--- src/rtl/zigbee_pad_pkg.sv ---
// Shared definitions for the Zigbee pad bridge: pad modes, pad bus bit map
// and default sizing.
package zigbee_pad_pkg;

  typedef enum logic [1:0] {
    PAD_IDLE   = 2'b00,
    PAD_WRITE  = 2'b01,
    PAD_READ   = 2'b10,
    PAD_STATUS = 2'b11
  } pad_mode_e;

  localparam int PAD_DEFAULT_DEPTH       = 16;
  localparam int PAD_DEFAULT_SYNC_STAGES = 2;
  localparam int PAD_FIFO_WIDTH          = 9;

  // Pad input bus; bits at or above MUX_I_USED_W are reserved.
  localparam int MUX_I_W       = 22;
  localparam int MUX_I_USED_W  = 11;
  localparam int MI_DATA_LSB   = 0;
  localparam int MI_LAST       = 8;
  localparam int MI_CLEAR      = 9;
  localparam int MI_STROBE     = 10;

  // Pad output bus.
  localparam int MUX_O_W       = 18;
  localparam int MO_RX_DATA_LSB = 0;
  localparam int MO_RX_LAST    = 8;
  localparam int MO_RX_NEMPTY  = 9;
  localparam int MO_ACK        = 10;
  localparam int MO_TX_FULL    = 11;
  localparam int MO_TXCNT_LSB  = 0;
  localparam int MO_RXCNT_LSB  = 6;
  localparam int MO_OVF        = 12;
  localparam int MO_UNF        = 13;
  localparam int CNT_FIELD_W   = 6;

endpackage

--- src/rtl/zigbee_pad_fifo.sv ---
// Synchronous FIFO with occupancy count. A push into a full FIFO only lands
// when a pop frees a slot in the same cycle; a pop from an empty FIFO is ignored.
module zigbee_pad_fifo #(
  parameter int DEPTH = 16,
  parameter int WIDTH = 9
) (
  input  logic                   clk,
  input  logic                   reset,
  input  logic                   push,
  input  logic [WIDTH-1:0]       wdata,
  input  logic                   pop,
  output logic [WIDTH-1:0]       rdata,
  output logic                   full,
  output logic                   empty,
  output logic [$clog2(DEPTH):0] count
);

  localparam int AW = $clog2(DEPTH);
  localparam int CW = AW + 1;

  logic [WIDTH-1:0] mem [DEPTH];
  logic [AW-1:0]    wr_ptr;
  logic [AW-1:0]    rd_ptr;
  logic             do_push;
  logic             do_pop;

  assign full    = (count == CW'(DEPTH));
  assign empty   = (count == '0);
  assign do_pop  = pop && !empty;
  assign do_push = push && (!full || do_pop);
  assign rdata   = mem[rd_ptr];

  // Storage array; contents are qualified by count, so no reset is needed.
  always_ff @(posedge clk) begin
    if (do_push) begin
      mem[wr_ptr] <= wdata;
    end
  end

  // Pointers wrap naturally at DEPTH; count saturates by construction.
  always_ff @(posedge clk) begin
    if (reset) begin
      wr_ptr <= '0;
      rd_ptr <= '0;
      count  <= '0;
    end else begin
      if (do_push) begin
        wr_ptr <= wr_ptr + AW'(1);
      end
      if (do_pop) begin
        rd_ptr <= rd_ptr + AW'(1);
      end
      case ({do_push, do_pop})
        2'b10:   count <= count + CW'(1);
        2'b01:   count <= count - CW'(1);
        default: ;
      endcase
    end
  end

endmodule

--- src/rtl/zigbee_pad_bridge.sv ---
// Bridges a slow, multiplexed pad interface to a core-side byte stream pair.
// Pad strobes are edge (toggle) coded and act on the synchronized mode.
module zigbee_pad_bridge
  import zigbee_pad_pkg::*;
#(
  parameter int DEPTH       = PAD_DEFAULT_DEPTH,
  parameter int SYNC_STAGES = PAD_DEFAULT_SYNC_STAGES
) (
  input  logic               clk_i,
  input  logic               reset_i,
  input  logic [1:0]         sel_i,
  input  logic [MUX_I_W-1:0] mux_i,
  output logic [MUX_O_W-1:0] mux_o,
  output logic [7:0]         tx_data_o,
  output logic               tx_last_o,
  output logic               tx_valid_o,
  input  logic               tx_ready_i,
  input  logic [7:0]         rx_data_i,
  input  logic               rx_last_i,
  input  logic               rx_valid_i,
  output logic               rx_ready_o
);

  localparam int CW = $clog2(DEPTH) + 1;
  localparam int SW = 2 + MUX_I_USED_W;

  logic [SW-1:0]               sync_q [SYNC_STAGES];
  logic [SW-1:0]               sync_out;
  logic [MUX_I_USED_W-1:0]     pad_in;
  pad_mode_e                   mode;
  logic                        strobe_prev;
  logic                        strobe_evt;
  logic                        wr_strobe;
  logic                        rd_strobe;
  logic                        st_strobe;
  logic                        ack;
  logic                        ovf_sticky;
  logic                        unf_sticky;
  logic                        ovf_set;
  logic                        unf_set;
  logic                        sticky_clr;
  logic                        alive;
  logic                        tx_pop;
  logic                        rx_push;
  logic                        tx_full;
  logic                        tx_empty;
  logic                        rx_full;
  logic                        rx_empty;
  logic [CW-1:0]               tx_count;
  logic [CW-1:0]               rx_count;
  logic [PAD_FIFO_WIDTH-1:0]   tx_head;
  logic [PAD_FIFO_WIDTH-1:0]   rx_head;
  logic [MUX_O_W-1:0]          mux_next;
  logic                        unused_pad_bits;

  assign unused_pad_bits = ^mux_i[MUX_I_W-1:MUX_I_USED_W];

  // Plain flop chain bringing the asynchronous pad mode and bus into clk_i.
  always_ff @(posedge clk_i) begin
    if (reset_i) begin
      for (int i = 0; i < SYNC_STAGES; i++) begin
        sync_q[i] <= '0;
      end
    end else begin
      sync_q[0] <= {sel_i, mux_i[MUX_I_USED_W-1:0]};
      for (int i = 1; i < SYNC_STAGES; i++) begin
        sync_q[i] <= sync_q[i-1];
      end
    end
  end

  assign sync_out   = sync_q[SYNC_STAGES-1];
  assign mode       = pad_mode_e'(sync_out[SW-1 -: 2]);
  assign pad_in     = sync_out[MUX_I_USED_W-1:0];
  assign strobe_evt = pad_in[MI_STROBE] ^ strobe_prev;
  assign wr_strobe  = strobe_evt && (mode == PAD_WRITE);
  assign rd_strobe  = strobe_evt && (mode == PAD_READ);
  assign st_strobe  = strobe_evt && (mode == PAD_STATUS);

  assign tx_valid_o = !tx_empty;
  assign tx_data_o  = tx_head[7:0];
  assign tx_last_o  = tx_head[8];
  assign tx_pop     = tx_valid_o && tx_ready_i;
  assign rx_ready_o = alive && !rx_full;
  assign rx_push    = rx_valid_i && rx_ready_o;

  assign ovf_set    = wr_strobe && tx_full && !tx_pop;
  assign unf_set    = rd_strobe && rx_empty;
  assign sticky_clr = st_strobe && pad_in[MI_CLEAR];

  zigbee_pad_fifo #(
    .DEPTH (DEPTH),
    .WIDTH (PAD_FIFO_WIDTH)
  ) u_tx_fifo (
    .clk   (clk_i),
    .reset (reset_i),
    .push  (wr_strobe),
    .wdata ({pad_in[MI_LAST], pad_in[MI_DATA_LSB +: 8]}),
    .pop   (tx_pop),
    .rdata (tx_head),
    .full  (tx_full),
    .empty (tx_empty),
    .count (tx_count)
  );

  zigbee_pad_fifo #(
    .DEPTH (DEPTH),
    .WIDTH (PAD_FIFO_WIDTH)
  ) u_rx_fifo (
    .clk   (clk_i),
    .reset (reset_i),
    .push  (rx_push),
    .wdata ({rx_last_i, rx_data_i}),
    .pop   (rd_strobe),
    .rdata (rx_head),
    .full  (rx_full),
    .empty (rx_empty),
    .count (rx_count)
  );

  // Strobe edge memory, ack toggle, sticky errors (set beats clear) and post-reset guard.
  always_ff @(posedge clk_i) begin
    if (reset_i) begin
      strobe_prev <= 1'b0;
      ack         <= 1'b0;
      ovf_sticky  <= 1'b0;
      unf_sticky  <= 1'b0;
      alive       <= 1'b0;
    end else begin
      strobe_prev <= pad_in[MI_STROBE];
      alive       <= 1'b1;
      if (strobe_evt && (mode != PAD_IDLE)) begin
        ack <= ~ack;
      end
      if (ovf_set) begin
        ovf_sticky <= 1'b1;
      end else if (sticky_clr) begin
        ovf_sticky <= 1'b0;
      end
      if (unf_set) begin
        unf_sticky <= 1'b1;
      end else if (sticky_clr) begin
        unf_sticky <= 1'b0;
      end
    end
  end

  // Assemble the pad output view for the synchronized mode.
  always_comb begin
    mux_next = '0;
    case (mode)
      PAD_WRITE: begin
        mux_next[MO_TX_FULL] = tx_full;
        mux_next[MO_ACK]     = ack;
      end
      PAD_READ: begin
        if (!rx_empty) begin
          mux_next[MO_RX_DATA_LSB +: 8] = rx_head[7:0];
          mux_next[MO_RX_LAST]          = rx_head[8];
          mux_next[MO_RX_NEMPTY]        = 1'b1;
        end
        mux_next[MO_ACK] = ack;
      end
      PAD_STATUS: begin
        mux_next[MO_TXCNT_LSB +: CNT_FIELD_W] = CNT_FIELD_W'(tx_count);
        mux_next[MO_RXCNT_LSB +: CNT_FIELD_W] = CNT_FIELD_W'(rx_count);
        mux_next[MO_OVF]                      = ovf_sticky;
        mux_next[MO_UNF]                      = unf_sticky;
        mux_next[MO_ACK]                      = ack;
      end
      default: ;
    endcase
  end

  // Register the pad output so the pads see glitch-free levels.
  always_ff @(posedge clk_i) begin
    if (reset_i) begin
      mux_o <= '0;
    end else begin
      mux_o <= mux_next;
    end
  end

endmodule

--- config.mk ---
export PLATFORM = sky130hd
export DESIGN_NAME = zigbee_pad_bridge
export DESIGN_NICKNAME = d
export VERILOG_FILES = /design/src/rtl/zigbee_pad_pkg.sv /design/src/rtl/zigbee_pad_fifo.sv /design/src/rtl/zigbee_pad_bridge.sv
export SDC_FILE = /design/constraint.sdc
export NUM_CORES = 1
export LEC_CHECK = 0
export CAP_MARGIN = 20
export CORE_MARGIN = 2
export CORE_UTILIZATION = 45
export DETAILED_ROUTE_END_ITERATION = 12
export GPL_TIMING_DRIVEN = 0
export PLACE_DENSITY = 0.68
export SLEW_MARGIN = 40
export SYNTH_ARGS = -nofsm -noshare
export SYNTH_HDL_FRONTEND = slang
export SYNTH_SLANG_ARGS = --single-unit
--- constraint.sdc ---
create_clock -name clk_i -period 8.6 [get_ports clk_i]
set_input_delay 2.15 -clock clk_i [delete_from_list [all_inputs] [get_ports clk_i]]
set_output_delay 2.15 -clock clk_i [all_outputs]
set_load 0.1 [all_outputs]
Word-level counts from Yosys, hierarchy flattened
Memories as Yosys holds them, arrays and structs flattened. A register that Yosys moved wholly into a read port is not among the register bits.
Index checks and enable logic that the tools add are counted.
{ "totals": {"regBits": 49, "romBits": 0, "ram_bits": 314, "wordCells": 96, "latchBits": 0, "mem_count": 3, "input_bits": 37} }
{ "mem_list": {"columns": ["name", "depth", "width", "rd", "rd_ports_with_merged_regs", "write_ports", "line_no", "rtl"], "rows": [
  ["u_rx_fifo.mem", 16, 9, 1, 1, 1, "zigbee_pad_fifo.sv:21", "logic [WIDTH-1:0] mem [DEPTH];"],
  ["u_tx_fifo.mem", 16, 9, 1, 1, 1, "zigbee_pad_fifo.sv:21", null],
  ["sync_q", 2, 13, 2, 0, 2, "zigbee_pad_bridge.sv:27", "logic [SW-1:0] sync_q [SYNC_STAGES];"]
]} }
{ "op_classes": {"addsub": 8, "reduce_logical": 33, "mul": 0, "n_mux": 20, "n_eq_ne": 9, "magnitude_cmp": 0, "shifts": 0, "bitwise": 7, "n_div": 0} }
{ "op_table": {"columns": ["op", "count"], "rows": [
  ["$mux 13", 2],
  ["$pmux 10 s2", 1],
  ["$pmux 5 s2", 2],
  ["$add 4x1->4 const B", 4],
  ["$mux 4", 4],
  ["$logic_and 1x1->1", 15],
  ["$add 5x1->5 const B", 2],
  ["$eq 5x5->1 const B", 2],
  ["$logic_not 5->1", 2],
  ["$mux 1", 10],
  ["$mux 10", 1],
  ["$reduce_bool 2->1", 5],
  ["$sub 5x1->5 const B", 2],
  ["$eq 2x2->1 const B", 4],
  ["$eq 2x1->1 const B", 3],
  ["$reduce_or 2->1", 3],
  ["$logic_not 1->1", 5],
  ["$not 1->1", 4],
  ["$reduce_or 3->1", 1],
  ["$logic_or 1x1->1", 2],
  ["$or 1x1->1", 2],
  ["$xor 1x1->1", 1]
]} }

Depth between registers and ports, before layout
{ "depth": {"ltp_word": 8, "mapped_depth": 14, "mapped_depth_nobuf": 11} }

Hierarchy
From an unflattened synthesis, not the netlist that was laid out.
{ "hier_totals": {"cells_unflattened": 829, "area_unflattened_um2": 14333.7} }
{ "by_module_without_submodules": {"columns": ["mod", "seq_area_each_um2", "cells_each", "n_inst", "area_per_inst_um2"], "rows": [
  ["zigbee_pad_fifo", 4664.5, 349, 2, 6461.2],
  ["zigbee_pad_bridge", 900.9, 131, 1, 1411.4]
]} }

Worst setup path after synthesis
Ideal clock, no wire load.
{ "synth_timing": {"kind": "register -> output", "startpoint": "register u_rx_fifo.count[2]", "endpoint": "output rx_ready_o", "arrival_time_ps": 2748, "required_time_ps": 6450, "stages_incl_launch_ff": 4, "path_slack_ps": 3702, "path_cell_list": "dfxtp_1 > buf_2 > nor4_1 > a21boi_0"} }
{ "synth_between": {"elab_chain_cells": 3} }
{ "synth_lines": {"columns": ["item", "line_no", "rtl"], "rows": [
  ["from (decl)", "zigbee_pad_fifo.sv:15", "output logic [$clog2(DEPTH):0] count"],
  ["from (signal assigned)", "zigbee_pad_fifo.sv:54", "2'b10: count <= count + CW'(1);"],
  ["from (signal assigned)", "zigbee_pad_fifo.sv:55", "2'b01: count <= count - CW'(1);"],
  ["$eq 5x5->1", "zigbee_pad_fifo.sv:27", "assign full = (count == CW'(DEPTH));"],
  ["$logic_not 1->1", "zigbee_pad_bridge.sv:84", "assign rx_ready_o = alive && !rx_full;"],
  ["$logic_and 1x1->1", "zigbee_pad_bridge.sv:84", null],
  ["to (decl)", "zigbee_pad_bridge.sv:21", "output logic rx_ready_o"]
]} }
No other way between the ends.

==> out/metrics.yaml <==
status: "finished, final reports clean"
grt_pass1_vias: 7199
cts_sinks: 367
intPower_mw: 3.03
slew_headroom: 0.464
yosys-top-cells-area: "edfxtp_1 (61%), mux4_2 (13%), dfxtp_1 (11%)"
fillCellCount: 2399
antenna_cells: 0
coreArea_mm2: 0.0308
worst_slack_ps: 3320
postSynthCellCount: 766
path_class: "reg2out"
pwr-share-seq: 0.488
place_hpwl_um: 18200
syn_to_final_growth_pct: 15.0
power.density_mw_per_mm2: 246
final_common_cell: "edfxtp_1"
fp.dieArea_mm2: 0.0329
synth-edff-count: 288
setup_viol: 0
synth_area_mm2: 0.0142
max_freq_ghz: 0.189
synth_flop_cell: "edfxtp_1"
place_congestion: 0.786
layout_min_cycle_time_ps: 5280
min_path_type: "reg2reg"
die_height_um: 182
switching_share: 0.244
synth_cell_types: 58
clock-skew-final_ps: 25.8
crit_fanout: 10
numCtsBuffers: 38
rr_startpoint: "u_rx_fifo.count[2]"
routed_via_density: 5.40
ys_seq_elements: 367
cts_setup_buffers: 0
cts_max_level: 2
cts_max_path_buffers: 3
overflow: 0
synth_area_leader_cell: "edfxtp_1"
worst_slew_pin_slew_ps: 799
ys.warnings.count: 0
grt_max_degree: 17
initial_core_util: 0.460
worstPathRequired_ps: 6450
pwr-share-clk: 0.397
pwr-share-comb: 0.115
min-delay-start: "sync_q[0][7]"
drive_gt1_frac: 0.225
vias: 6928
port_buffers: 49
p_sw_mw: 0.976
max-vdd-ir-drop_v: 0.000161
cts_tree: "done"
post-place-ws_ps: 3680
layout_common_cells: "edfxtp_1 (288), mux4_2 (81), dfxtp_1 (79), clkbuf_16 (39), nor2_1 (37)"
ys_seq_area_frac: 0.721
critical_path_arrival_ps: 3130
grt_usage: 0.173
design_area_mm2: 0.0163
p_leak_nw: 5.32
async_flop_share: 0
synth_top_area_share: 0.610
synth_area_per_cell_um2: 18.5
die_w_um: 182
grt_first_pass_wirelength_um: 42700
drc: 0
grt_setup_unrepaired: "no"
drt_first_pass_iters: 4
critPathCaptureType: "output port"
ctsResizeCount: 0
initialDrtViolationCount: 431
hold_violations: 0
rows: 64
startpoint_type: "register"
utilization: 0.529
antenna_found_initial: 0
wl_um: 28200
clkLatencyLatePin_ps: 530
ctsHoldBuffers: 0
timing.setup.tns_ps: 0
ant_nets: 0
cts-root-buf: "clkbuf_16"
final-max-slew-violation-count: 0
ioPinCount: 66
placed_area_mm2: 0.0151
fin_nets: 913
maxCapViolCount: 0
clk_pin_slew_ps: 60
post-route-period-util: 0.614
avgRoutedWirePerCell_um: 22.0
==> cells in the mapped netlist (2+ instances only) <==
| master | n |
|---|---|
| nand4_1 | 5 |
| or3_1 | 3 |
| nor2b_1 | 29 |
| dfxtp_1 | 79 |
| and3_1 | 5 |
| xnor2_1 | 9 |
| nand3_1 | 4 |
| ha_1 | 17 |
| xor2_1 | 14 |
| o211a_1 | 2 |
| nand2_1 | 23 |
| a21o_1 | 2 |
| a32oi_1 | 2 |
| a2111oi_0 | 2 |
| inv_1 | 14 |
| buf_2 | 8 |
| a21oi_1 | 8 |
| nor3b_1 | 3 |
| mux4_2 | 81 |
| o221ai_1 | 8 |
| o21ai_0 | 4 |
| nor2_1 | 40 |
| nor3_1 | 7 |
| edfxtp_1 | 288 |
| mux2i_1 | 23 |
| buf_1 | 9 |
| and2_1 | 24 |
| clkbuf_1 | 11 |
| buf_4 | 11 |
| nand2b_1 | 3 |
==> cells by family after synthesis <==
kind of cell,count (synthesis),synth area share
AO/OA/AOI/OAI,41,0.0238
adder cells (fa/ha/maj),18,0.0164
other,1,0.000264
flip-flops,367,0.721
AND/OR/NAND/NOR,156,0.0587
XOR/XNOR,23,0.0142
multiplexers,105,0.146
buffers and inverters,55,0.0187
==> path summary, 6_finish.rpt <==
kind | slack [ps] | endpoint | cells past startpoint
setup / recovery | 3320 | tx_data_o[1] | 5
hold / removal | 430 | sync_q[0][20] | 1
setup reg to reg | 5510 | u_rx_fifo.count[4] | 14
hold reg to reg | 430 | sync_q[0][20] | 1
==> area by class of cell <==
cell class / instances / area, um2 / area share
clock buffer: 50 / 1050 / 0.0642
inverter: 15 / 56.3 / 0.00345
buffer: 40 / 210 / 0.0129
multi-input combinational: 347 / 3740 / 0.229
clock inverter: 18 / 169 / 0.0104
timing repair buffer: 49 / 365 / 0.0224
tap: 396 / 495 / 0.0304
sequential: 367 / 10200 / 0.627
==> layer usage <==
layer | track usage | up-vias | part of all wire
met5 | 0 | - | 0
met2 | 0.304 | 165 | 0.52
met1 | 0.220 | 3560 | 0.41
met3 | 0.0345 | 37 | 0.052
li1 | - | 3166 | -
met4 | 0.0494 | 0 | 0.019
==> state kept, by name (all words and copies together) (netlist names), 4 cells and up, named ones only <==
signal	cells
mux_o	14
u_rx_fifo.mem	144
sync_q	26
u_rx_fifo.wr_ptr	4
u_tx_fifo.mem	144
u_rx_fifo.rd_ptr	4
u_rx_fifo.count	5
u_tx_fifo.rd_ptr	4
u_tx_fifo.wr_ptr	4
u_tx_fifo.count	5
==> power by group through the flow <==
stage | clock [mW] | sequential, mW | combinational (mW)
floorplan | 0 | 1.99 | 0.366
detailed placement | 0 | 1.99 | 0.469
finish | 1.59 | 1.95 | 0.462
CTS | 1.62 | 1.95 | 0.470
global route | 1.69 | 1.96 | 0.494
global placement | 0 | 1.99 | 0.481
==> through the flow <==
stage                     total power, mW  std cells  hold slack [ps]
after floorplan                      2.35        769              414
after global placement               2.47       1214              425
after detailed placement             2.46       1214              425
after CTS                            4.04       1282              438
after global routing                 4.14       1282              461
final                                4.01       1282              432
==> worst max-delay path, stage by stage (launching register included) <==
cell and delay [ps]:
dfxtp_1 310, clkbuf_1 460, buf_1 540, mux4_2 450
mux4_2 520, buf_2 310
Note: power is estimated with default switching activity, not from simulation.
